==> src/rtl/vector_mac_engine.sv <==
// vector_mac_engine: streaming unsigned dot-product engine.
// Each accepted beat carries LANES weight/feature pairs. After VECTOR_LEN/LANES beats
// the accumulated dot product is presented on dot_out with a valid/ready handshake.
// Optional build macro: VECTOR_MAC_SATURATE_EN. When defined, the accumulator clamps
// at 2^DOT_PROD_WIDTH-1 on overflow. When undefined (default), it wraps modulo
// 2^DOT_PROD_WIDTH. The overflow flag is raised in both builds.
module vector_mac_engine #(
    parameter int unsigned VECTOR_LEN     = 96,
    parameter int unsigned LANES          = 12,
    parameter int unsigned WEIGHT_WIDTH   = 5,
    parameter int unsigned DOT_PROD_WIDTH = 16
) (
    input  logic                      clk,
    input  logic                      reset,
    input  logic                      flush,
    input  logic                      in_valid,
    output logic                      in_ready,
    input  logic [WEIGHT_WIDTH-1:0]   weight_line  [0:LANES-1],
    input  logic [WEIGHT_WIDTH-1:0]   feature_line [0:LANES-1],
    output logic                      out_valid,
    input  logic                      out_ready,
    output logic [DOT_PROD_WIDTH-1:0] dot_out,
    output logic                      overflow
);

    localparam int unsigned BEATS = VECTOR_LEN / LANES;
    localparam int unsigned CNT_W = (BEATS > 1) ? $clog2(BEATS) : 1;
    // Full-precision beat sum: product width plus growth from adding LANES products.
    localparam int unsigned SUM_W = 2 * WEIGHT_WIDTH + $clog2(LANES);
    // One bit wider than the larger addend, so the carry out of acc + beat_sum is visible.
    localparam int unsigned EXT_W = ((DOT_PROD_WIDTH > SUM_W) ? DOT_PROD_WIDTH : SUM_W) + 1;
    localparam logic [CNT_W-1:0] LAST_BEAT = CNT_W'(BEATS - 1);

`ifdef VECTOR_MAC_SATURATE_EN
    localparam logic [DOT_PROD_WIDTH-1:0] ACC_MAX = '1;
`endif

    typedef enum logic [1:0] {
        StIdle,
        StAccum,
        StDone
    } state_t;

    state_t                    r_state;
    state_t                    w_state_nxt;
    logic [DOT_PROD_WIDTH-1:0] r_acc;
    logic [DOT_PROD_WIDTH-1:0] w_acc_nxt;
    logic [CNT_W-1:0]          r_beat_cnt;
    logic [CNT_W-1:0]          w_cnt_nxt;
    logic                      r_ovf;
    logic                      w_ovf_nxt;
    logic [DOT_PROD_WIDTH-1:0] r_dot;
    logic [DOT_PROD_WIDTH-1:0] w_dot_nxt;

    logic [SUM_W-1:0]          w_beat_sum;
    logic [EXT_W-1:0]          w_sum_ext;
    logic                      w_beat_ovf;
    logic [DOT_PROD_WIDTH-1:0] w_acc_add;
    logic                      w_accept;
    logic                      w_last_beat;

    // Sum of all lane products for the current beat, kept at full width.
    always_comb begin
        w_beat_sum = '0;
        for (int i = 0; i < int'(LANES); i++) begin
            w_beat_sum = w_beat_sum + (SUM_W'(weight_line[i]) * SUM_W'(feature_line[i]));
        end
    end

    assign w_sum_ext   = EXT_W'(r_acc) + EXT_W'(w_beat_sum);
    // Any bit above the accumulator width means acc + beat_sum exceeded 2^DOT_PROD_WIDTH-1.
    assign w_beat_ovf  = |w_sum_ext[EXT_W-1:DOT_PROD_WIDTH];
    assign w_last_beat = (r_beat_cnt == LAST_BEAT);

`ifdef VECTOR_MAC_SATURATE_EN
    // Once clamped, acc stays at ACC_MAX: any further non-zero sum overflows again.
    assign w_acc_add = w_beat_ovf ? ACC_MAX : w_sum_ext[DOT_PROD_WIDTH-1:0];
`else
    assign w_acc_add = w_sum_ext[DOT_PROD_WIDTH-1:0];
`endif

    // Next-state, datapath next values and handshake outputs.
    always_comb begin
        w_state_nxt = r_state;
        w_acc_nxt   = r_acc;
        w_cnt_nxt   = r_beat_cnt;
        w_ovf_nxt   = r_ovf;
        w_dot_nxt   = r_dot;
        in_ready    = (r_state != StDone);
        out_valid   = (r_state == StDone);
        w_accept    = in_valid && in_ready;

        if (flush) begin
            // Abort: drop any offered beat and any pending result. dot_out keeps its value.
            w_state_nxt = StIdle;
            w_acc_nxt   = '0;
            w_cnt_nxt   = '0;
            w_ovf_nxt   = 1'b0;
        end else begin
            unique case (r_state)
                StIdle, StAccum: begin
                    if (w_accept) begin
                        w_acc_nxt = w_acc_add;
                        w_cnt_nxt = r_beat_cnt + CNT_W'(1);
                        w_ovf_nxt = r_ovf | w_beat_ovf;
                        if (w_last_beat) begin
                            w_state_nxt = StDone;
                            w_dot_nxt   = w_acc_add;
                        end else begin
                            w_state_nxt = StAccum;
                        end
                    end
                end
                StDone: begin
                    if (out_ready) begin
                        w_state_nxt = StIdle;
                        w_acc_nxt   = '0;
                        w_cnt_nxt   = '0;
                        w_ovf_nxt   = 1'b0;
                    end
                end
                default: begin
                    w_state_nxt = StIdle;
                end
            endcase
        end
    end

    // State register. Reset takes priority over flush and handshakes.
    always_ff @(posedge clk) begin
        if (reset) begin
            r_state <= StIdle;
        end else begin
            r_state <= w_state_nxt;
        end
    end

    // Accumulator, beat counter, sticky overflow and result registers.
    always_ff @(posedge clk) begin
        if (reset) begin
            r_acc      <= '0;
            r_beat_cnt <= '0;
            r_ovf      <= 1'b0;
            r_dot      <= '0;
        end else begin
            r_acc      <= w_acc_nxt;
            r_beat_cnt <= w_cnt_nxt;
            r_ovf      <= w_ovf_nxt;
            r_dot      <= w_dot_nxt;
        end
    end

    assign dot_out  = r_dot;
    assign overflow = r_ovf;

endmodule
==> config.mk <==
export PLATFORM = sky130hd
export DESIGN_NAME = vector_mac_engine
export DESIGN_NICKNAME = d
export VERILOG_FILES = /design/src/rtl/vector_mac_engine.sv
export SDC_FILE = /design/constraint.sdc
export NUM_CORES = 1
export LEC_CHECK = 0
export CAP_MARGIN = 20
export CELL_PAD_IN_SITES_DETAIL_PLACEMENT = 0
export CELL_PAD_IN_SITES_GLOBAL_PLACEMENT = 2
export CORE_ASPECT_RATIO = 0.5
export CORE_MARGIN = 2
export CORE_UTILIZATION = 41
export CTS_CLUSTER_DIAMETER = 150
export DETAILED_ROUTE_END_ITERATION = 8
export HOLD_SLACK_MARGIN = 0.12
export PLACE_DENSITY = 0.86
export SLEW_MARGIN = 15
export SYNTH_ARGS = -nofsm -noshare
export SYNTH_HDL_FRONTEND = slang
export SYNTH_SLANG_ARGS = --single-unit
==> constraint.sdc <==
create_clock -name clk -period 17.75 [get_ports clk]
set_clock_uncertainty 0.1 [all_clocks]
set_input_delay 1.775 -clock clk [delete_from_list [all_inputs] [get_ports clk]]
set_output_delay 1.775 -clock clk [all_outputs]
set_load 0.1 [all_outputs]
# Word level (Yosys, flattened, before mapping)
# Cells that the tools add are included.
[op_classes] add_sub_neg=13 mul=12 div=0 order_cmp=0 n_eq_ne=6 shift=0 mux=13 bitwise=2 n_reduce_logical=8
[op_table] cell="5-bit by 5-bit multiplier with 10-bit output" n=12
[op_table] cell="14-bit by 10-bit adder with 14-bit output" n=7
[op_table] cell="16-bit two-way mux" n=2
[op_table] cell="16-bit case mux with 2 select lines" n=1
[op_table] cell="16-bit by 14-bit adder with 17-bit output" n=1
[op_table] cell="13-bit by 10-bit adder with 14-bit output" n=1
[op_table] cell="12-bit by 10-bit adder with 13-bit output" n=1
[op_table] cell="11-bit by 10-bit adder with 12-bit output" n=1
[op_table] cell="10-bit by 10-bit adder with 11-bit output" n=1
[op_table] cell="2-bit two-way mux" n=3
[op_table] cell="3-bit two-way mux" n=2
[op_table] cell="3-bit case mux with 2 select lines" n=1
[op_table] cell="2-bit inequality test (second input constant)" n=2
[op_table] cell="2-bit case mux with 2 select lines" n=1
[op_table] cell="4-bit AND reduction" n=1
[op_table] cell="2-bit OR reduction" n=2
[op_table] cell="3-bit by 1-bit adder with 3-bit output (second input constant)" n=1
[op_table] cell="3-bit == test (second input constant)" n=1
[op_table] cell="3-bit AND reduction" n=1
[op_table] cell="2-bit by 1-bit == test with 1-bit output (second input constant)" n=1
[op_table] cell="2-bit == test (second input constant)" n=1
[op_table] cell="2-bit zero test" n=1
[op_table] cell="1-bit two-way mux" n=2
[op_table] cell="2-bit by 1-bit inequality test with 1-bit output (second input constant)" n=1
[op_table] cell="6 further kinds" n=6
[word_totals] register_bits=38 latchBits=0 ramBits=0 romBits=0 in_bits=125 out_inout_bits=19 word_cells=59 memories=0

# Logic depth before layout (Yosys ltp)
[depth] depth_word=16 depth_mapped=26 ltp_nobuf=25

# Worst setup path before layout
# OpenSTA, ideal clock, no wires.
[synth_path] kind="input -> register" from="in weight_line[0] in the netlist's numbering" to="reg r_dot[13], in the netlist dot_out[13]" setup_ns=0.133 arrival_ns=8.082 t_required_ns=17.517 slack_ns=9.435 stages=23 path_buffers=0 cell_sequence="and2_1 > fa_1 > fa_1 > inv_1 > fa_1 > inv_1 > fa_1 > inv_1 > fa_1 > fa_1 > inv_1 > fa_1 > inv_1 > fa_1 > inv_1 > fa_1 > ha_1 > a21o_1 > a21oi_2 > a21oi_4 > nor4b_2 > a2111oi_2 > a211oi_2"
[synth_via] elab_chain_len=3
[synth_lines] item="start, declared" line="18" text="input logic [WEIGHT_WIDTH-1:0] weight_line [0:LANES-1],"
[synth_lines] item="5-bit by 5-bit multiplier with 10-bit output" line="66" text="w_beat_sum = w_beat_sum + (SUM_W'(weight_line[i]) * SUM_W'(feature_line[i]));"
[synth_lines] item="14-bit by 10-bit adder with 14-bit output" line="66"
[synth_lines] item="16-bit by 14-bit adder with 17-bit output" line="70" text="assign w_sum_ext = EXT_W'(r_acc) + EXT_W'(w_beat_sum);"
[synth_lines] item="end signal, assigned" line="149" text="r_dot <= w_dot_nxt;"
[synth_lines] item="end, declared" line="52" text="logic [DOT_PROD_WIDTH-1:0] r_dot;"
# No other way between the ends.
# A chain may end at the register's enable or synchronous reset.

# Worst setup path after layout
[layout_path] from="in feature_line[31] in the netlist's numbering" to="reg r_dot[14], in the netlist dot_out[14]"
[layout_via] elab_chain_len=9
[layout_lines] item="start, declared" line="19" text="input logic [WEIGHT_WIDTH-1:0] feature_line [0:LANES-1],"
[layout_lines] item="5-bit by 5-bit multiplier with 10-bit output" line="66"
[layout_lines] item="14-bit by 10-bit adder with 14-bit output (7 in series)" line="66"
[layout_lines] item="16-bit by 14-bit adder with 17-bit output" line="70"
# No other way between the ends.

==> impl_summary.log <==
INFO  metric crit_type = input pin to register
INFO  metric worst_path_largest_cell_delay = around 600 ps
INFO  metric first_pass_grt_wire_length = between 50000 and 60000 um
INFO  metric overflow = 0
INFO  metric syn-num-nets = around 1900
INFO  metric postCtsSetupBuffers = 0
INFO  metric detail_route.vias_per_cell = 4.77
INFO  metric syn_inst = 1300
INFO  metric transition_time_at_the_pin_with_the_least_slew_margin = about 980 ps
INFO  metric antenna_violations_before_repair = 0
INFO  metric finalSetupViolations = 0
INFO  metric synth_cell_types = 49
INFO  metric cts_root_buffer = sky130_fd_sc_hd__clkbuf_16
INFO  metric asyncSetResetFlopFracSynth = 0
INFO  metric area.growth.synth_to_final = 16.2%
INFO  metric vias = slightly below 9000
INFO  metric synth_edf_count = 0
INFO  metric vias_in_the_first_global_route = a little under 10000
INFO  metric endpoint_kind_of_the_worst_setup_timing_path = register
INFO  metric crit_path_start_kind = input pin
INFO  metric source_to_sink_clock_delay_at_the_later_pin_of_the_worst_skew_pair = between 200 and 300 ps
INFO  metric initialDrtViolationCount = approximately 410
INFO  metric place_hpwl = 28900 um
INFO  metric yosysTopAreaCellShare = 0.459
INFO  metric die_w = approximately 250 um
INFO  metric cts_made_buffers = 5
INFO  metric pin_count_of_the_biggest_net_entering_global_routing = 22
INFO  metric nNetsFinal = 2014
INFO  metric finalSetupTns = 0 ps
INFO  metric gp_congestion = slightly below 1
INFO  metric proportion_of_synthesized_chip_area_in_sequential_cells = 0.0603
INFO  metric postCtsResizedCells = 0
INFO  metric worst-path-buf-inv = 5
INFO  metric grt_setup_unrepaired = false
INFO  metric synthDominantAreaCellType = sky130_fd_sc_hd__fa_1
INFO  metric routed_wl = slightly above 30000 um
INFO  metric core_region_area = 0.0303 mm2
INFO  metric netlist_top_cells_area = sky130_fd_sc_hd__fa_1, sky130_fd_sc_hd__ha_1, sky130_fd_sc_hd__and2_1, sky130_fd_sc_hd__inv_1, sky130_fd_sc_hd__dfxtp_1
INFO  metric cts_hold_repair.buffers = 0
INFO  metric clkSinkCount = 38
INFO  metric worst_hold_path_type = register to register
INFO  metric ys_seq_elements = 38
INFO  metric syn-cell-area = 0.0126 mm2
INFO  metric std_cell_rows = 45
INFO  metric cp_data_arrival_time = around 9100 ps
INFO  metric critical-path-top-delay-family = adder cells
INFO  metric drt-wirelength-per-cell = 16.7 um
INFO  metric timing.max_cap.violations = 0
INFO  metric critical_path_required = around 18000 ps
INFO  metric fmaxAchievable = between 100 and 150 MHz
INFO  metric top_level_ports = roughly 140
INFO  metric critical_path.most_common_cell = sky130_fd_sc_hd__fa_1
INFO  metric combined_global_route_utilization_of_all_metal_layers = 0.203
INFO  metric worst_setup_hold_path_clk_slew = 60 ps
INFO  metric drive_gt1_frac = 0.0132
INFO  metric filler_cell_count = between 2000 and 3000
INFO  metric start_util = 0.416
INFO  metric remaining_number_of_nets_flagged_by_the_antenna_check_after_routing = 0
INFO  metric cts_tree = yes
INFO  metric timing.critical_path.cells = clkdlybuf4s50_1 -> and2_1 -> fa_1 -> inv_1 -> fa_1 -> fa_1 -> inv_1 -> fa_1 -> fa_1 -> fa_1 -> fa_1 -> inv_1 -> fa_1 -> inv_1 -> fa_1 -> ha_1 -> o211ai_1 -> a21oi_1 -> o21ai_1 -> o221ai_2 -> nor4b_1 -> a311o_1
INFO  metric antenna_cells = 0
INFO  metric maximum_net_fanout_on_the_critical_path = 5
INFO  metric buffer_depth_of_the_longest_clock_path = 2
INFO  metric fin_crit_sh = 0.509
INFO  metric die-area = around 0.032 mm2
INFO  metric drc_errors = 0
INFO  metric number_of_h_tree_levels = 2
INFO  metric slew_headroom = 0.348
INFO  metric timing_max_transition_violations_final = 0
INFO  metric io_buffer_count = around 140
INFO  metric pre_antenna_drt_iters = 4
INFO  metric avgSynthCellArea = slightly below 10 um2
INFO  metric synth_warnings = 0
INFO  metric setup.reg_to_reg.worst_slack = between 10000 and 15000 ps
INFO  metric die_h = about 130 um
INFO  metric hold_slack = 351 ps
INFO  metric period_minus_ws_final = 9030 ps
INFO  metric critPathSlowestCell = sky130_fd_sc_hd__fa_1
INFO  metric status = finished, final reports clean
INFO  metric synth_flop_cell = sky130_fd_sc_hd__dfxtp_1
INFO  metric final-hold-violation-count = 0
==> layer usage <==
| metal | track usage | vias to the layer above | wire (um) |
|---|---|---|---|
| met1 | 0.278 | 4443 | 13800 |
| li1 | - | 4166 | - |
| met3 | 0.0357 | 14 | 1690 |
| met2 | 0.351 | 150 | 15100 |
| met4 | 0.0181 | 0 | 155 |
| met5 | 0 | - | 0 |
==> cell usage in the layout, fill, tap and decap left out, types with 5 or more instances in the layout <==
master | netlist | final
sky130_fd_sc_hd__clkdlybuf4s50_1 | 0 | 143
sky130_fd_sc_hd__and2_1 | 237 | 237
sky130_fd_sc_hd__ha_1 | 161 | 161
sky130_fd_sc_hd__xnor2_1 | 7 | 7
sky130_fd_sc_hd__o21ai_0 | 5 | 5
sky130_fd_sc_hd__nand3_1 | 6 | 6
sky130_fd_sc_hd__dfxtp_1 | 38 | 38
sky130_fd_sc_hd__a21o_1 | 8 | 8
sky130_fd_sc_hd__a21oi_1 | 22 | 22
sky130_fd_sc_hd__clkbuf_16 | 0 | 5
sky130_fd_sc_hd__inv_1 | 324 | 324
sky130_fd_sc_hd__fa_1 | 289 | 289
sky130_fd_sc_hd__nor2_1 | 28 | 28
sky130_fd_sc_hd__nand2_1 | 98 | 98
sky130_fd_sc_hd__a22oi_1 | 10 | 10
==> cells in the mapped netlist, types with 2 or more instances <==
library cell and count:
sky130_fd_sc_hd__inv_1 324, sky130_fd_sc_hd__ha_1 161, sky130_fd_sc_hd__o21ai_1 2, sky130_fd_sc_hd__a211oi_1 3, sky130_fd_sc_hd__o31ai_1 2, sky130_fd_sc_hd__xor2_1 2, sky130_fd_sc_hd__a21o_1 8, sky130_fd_sc_hd__or3_1 2
sky130_fd_sc_hd__a311o_1 2, sky130_fd_sc_hd__a2111oi_2 2, sky130_fd_sc_hd__buf_2 3, sky130_fd_sc_hd__fa_1 289, sky130_fd_sc_hd__a21oi_1 22, sky130_fd_sc_hd__xnor2_1 7, sky130_fd_sc_hd__or2_2 2, sky130_fd_sc_hd__nand3_1 6
sky130_fd_sc_hd__a2111oi_0 2, sky130_fd_sc_hd__o21ai_0 5, sky130_fd_sc_hd__o21a_1 2, sky130_fd_sc_hd__clkbuf_1 8, sky130_fd_sc_hd__and2_1 237, sky130_fd_sc_hd__nor2_1 28, sky130_fd_sc_hd__nand2b_1 4, sky130_fd_sc_hd__a22oi_1 10
sky130_fd_sc_hd__nand4_1 3, sky130_fd_sc_hd__a31oi_1 3, sky130_fd_sc_hd__nand2_1 98, sky130_fd_sc_hd__nor4b_1 3, sky130_fd_sc_hd__o211ai_1 2, sky130_fd_sc_hd__nor3_1 2, sky130_fd_sc_hd__dfxtp_1 38
==> sequential cells by signal (all words and copies together) (netlist names) <==
signal      flops
r_beat_cnt      3
r_acc          16
r_state         2
overflow        1
dot_out        16
==> path summary, 6_finish.rpt <==
check	start	end	depth (start not counted)
worst max-delay path	feature_line[31]	dot_out[14]$_SDFFE_PP0P_	22
worst min-delay path	dot_out[8]$_SDFFE_PP0P_	dot_out[8]$_SDFFE_PP0P_	2
worst max register to register	r_acc[3]$_SDFFE_PP0P_	dot_out[12]$_SDFFE_PP0P_	14
worst min register to register	dot_out[8]$_SDFFE_PP0P_	dot_out[8]$_SDFFE_PP0P_	2
==> cell type report <==
type	instances	area (um2)	share of cell area
timing repair buffer	145	1450	0.0987
clock buffer	6	129	0.00879
inverter	324	1220	0.0830
sequential	38	761	0.0519
clock inverter	2	37.5	0.00256
multi-input combinational	925	10600	0.721
tap	399	499	0.0341
==> worst register-to-register path, stage by stage, from the launching register on <==
cell	delay (ps)
sky130_fd_sc_hd__dfxtp_1	340
sky130_fd_sc_hd__inv_1	70
sky130_fd_sc_hd__fa_1	550
sky130_fd_sc_hd__inv_1	60
sky130_fd_sc_hd__fa_1	490
sky130_fd_sc_hd__inv_1	50
sky130_fd_sc_hd__fa_1	560
sky130_fd_sc_hd__fa_1	470
sky130_fd_sc_hd__fa_1	410
sky130_fd_sc_hd__nand2b_1	180
sky130_fd_sc_hd__a21oi_1	200
sky130_fd_sc_hd__o21ai_1	200
sky130_fd_sc_hd__o21a_1	260
sky130_fd_sc_hd__and4_1	200
sky130_fd_sc_hd__a311o_1	260
==> cell families (layout without fill, tap and decap cells) <==
| group | after synthesis | count (layout) | share of synthesized area |
|---|---|---|---|
| buffers and inverters | 337 | 477 | 0.102 |
| AO/OA/AOI/OAI | 73 | 73 | 0.0416 |
| AND/OR/NAND/NOR | 393 | 393 | 0.172 |
| flip-flops | 38 | 38 | 0.0603 |
| XOR/XNOR | 9 | 9 | 0.00625 |
| adder cells (fa/ha/maj) | 450 | 450 | 0.619 |
==> stage by stage <==
stage | std cells | utilization | instance area (um2) | setup WS, ps
floorplan | 1300 | - | 12600 | 9440
global placement | 1829 | 0.478 | 14500 | 8500
detailed placement | 1830 | 0.478 | 14500 | 8470
CTS | 1838 | 0.484 | 14600 | 8740
global route | 1839 | 0.484 | 14700 | 8400
finish | 1839 | 0.484 | 14700 | 8720
Power is left out: the tool's default activity adds up to more than one toggle a clock period on the data nets, which glitch-free logic cannot reach.
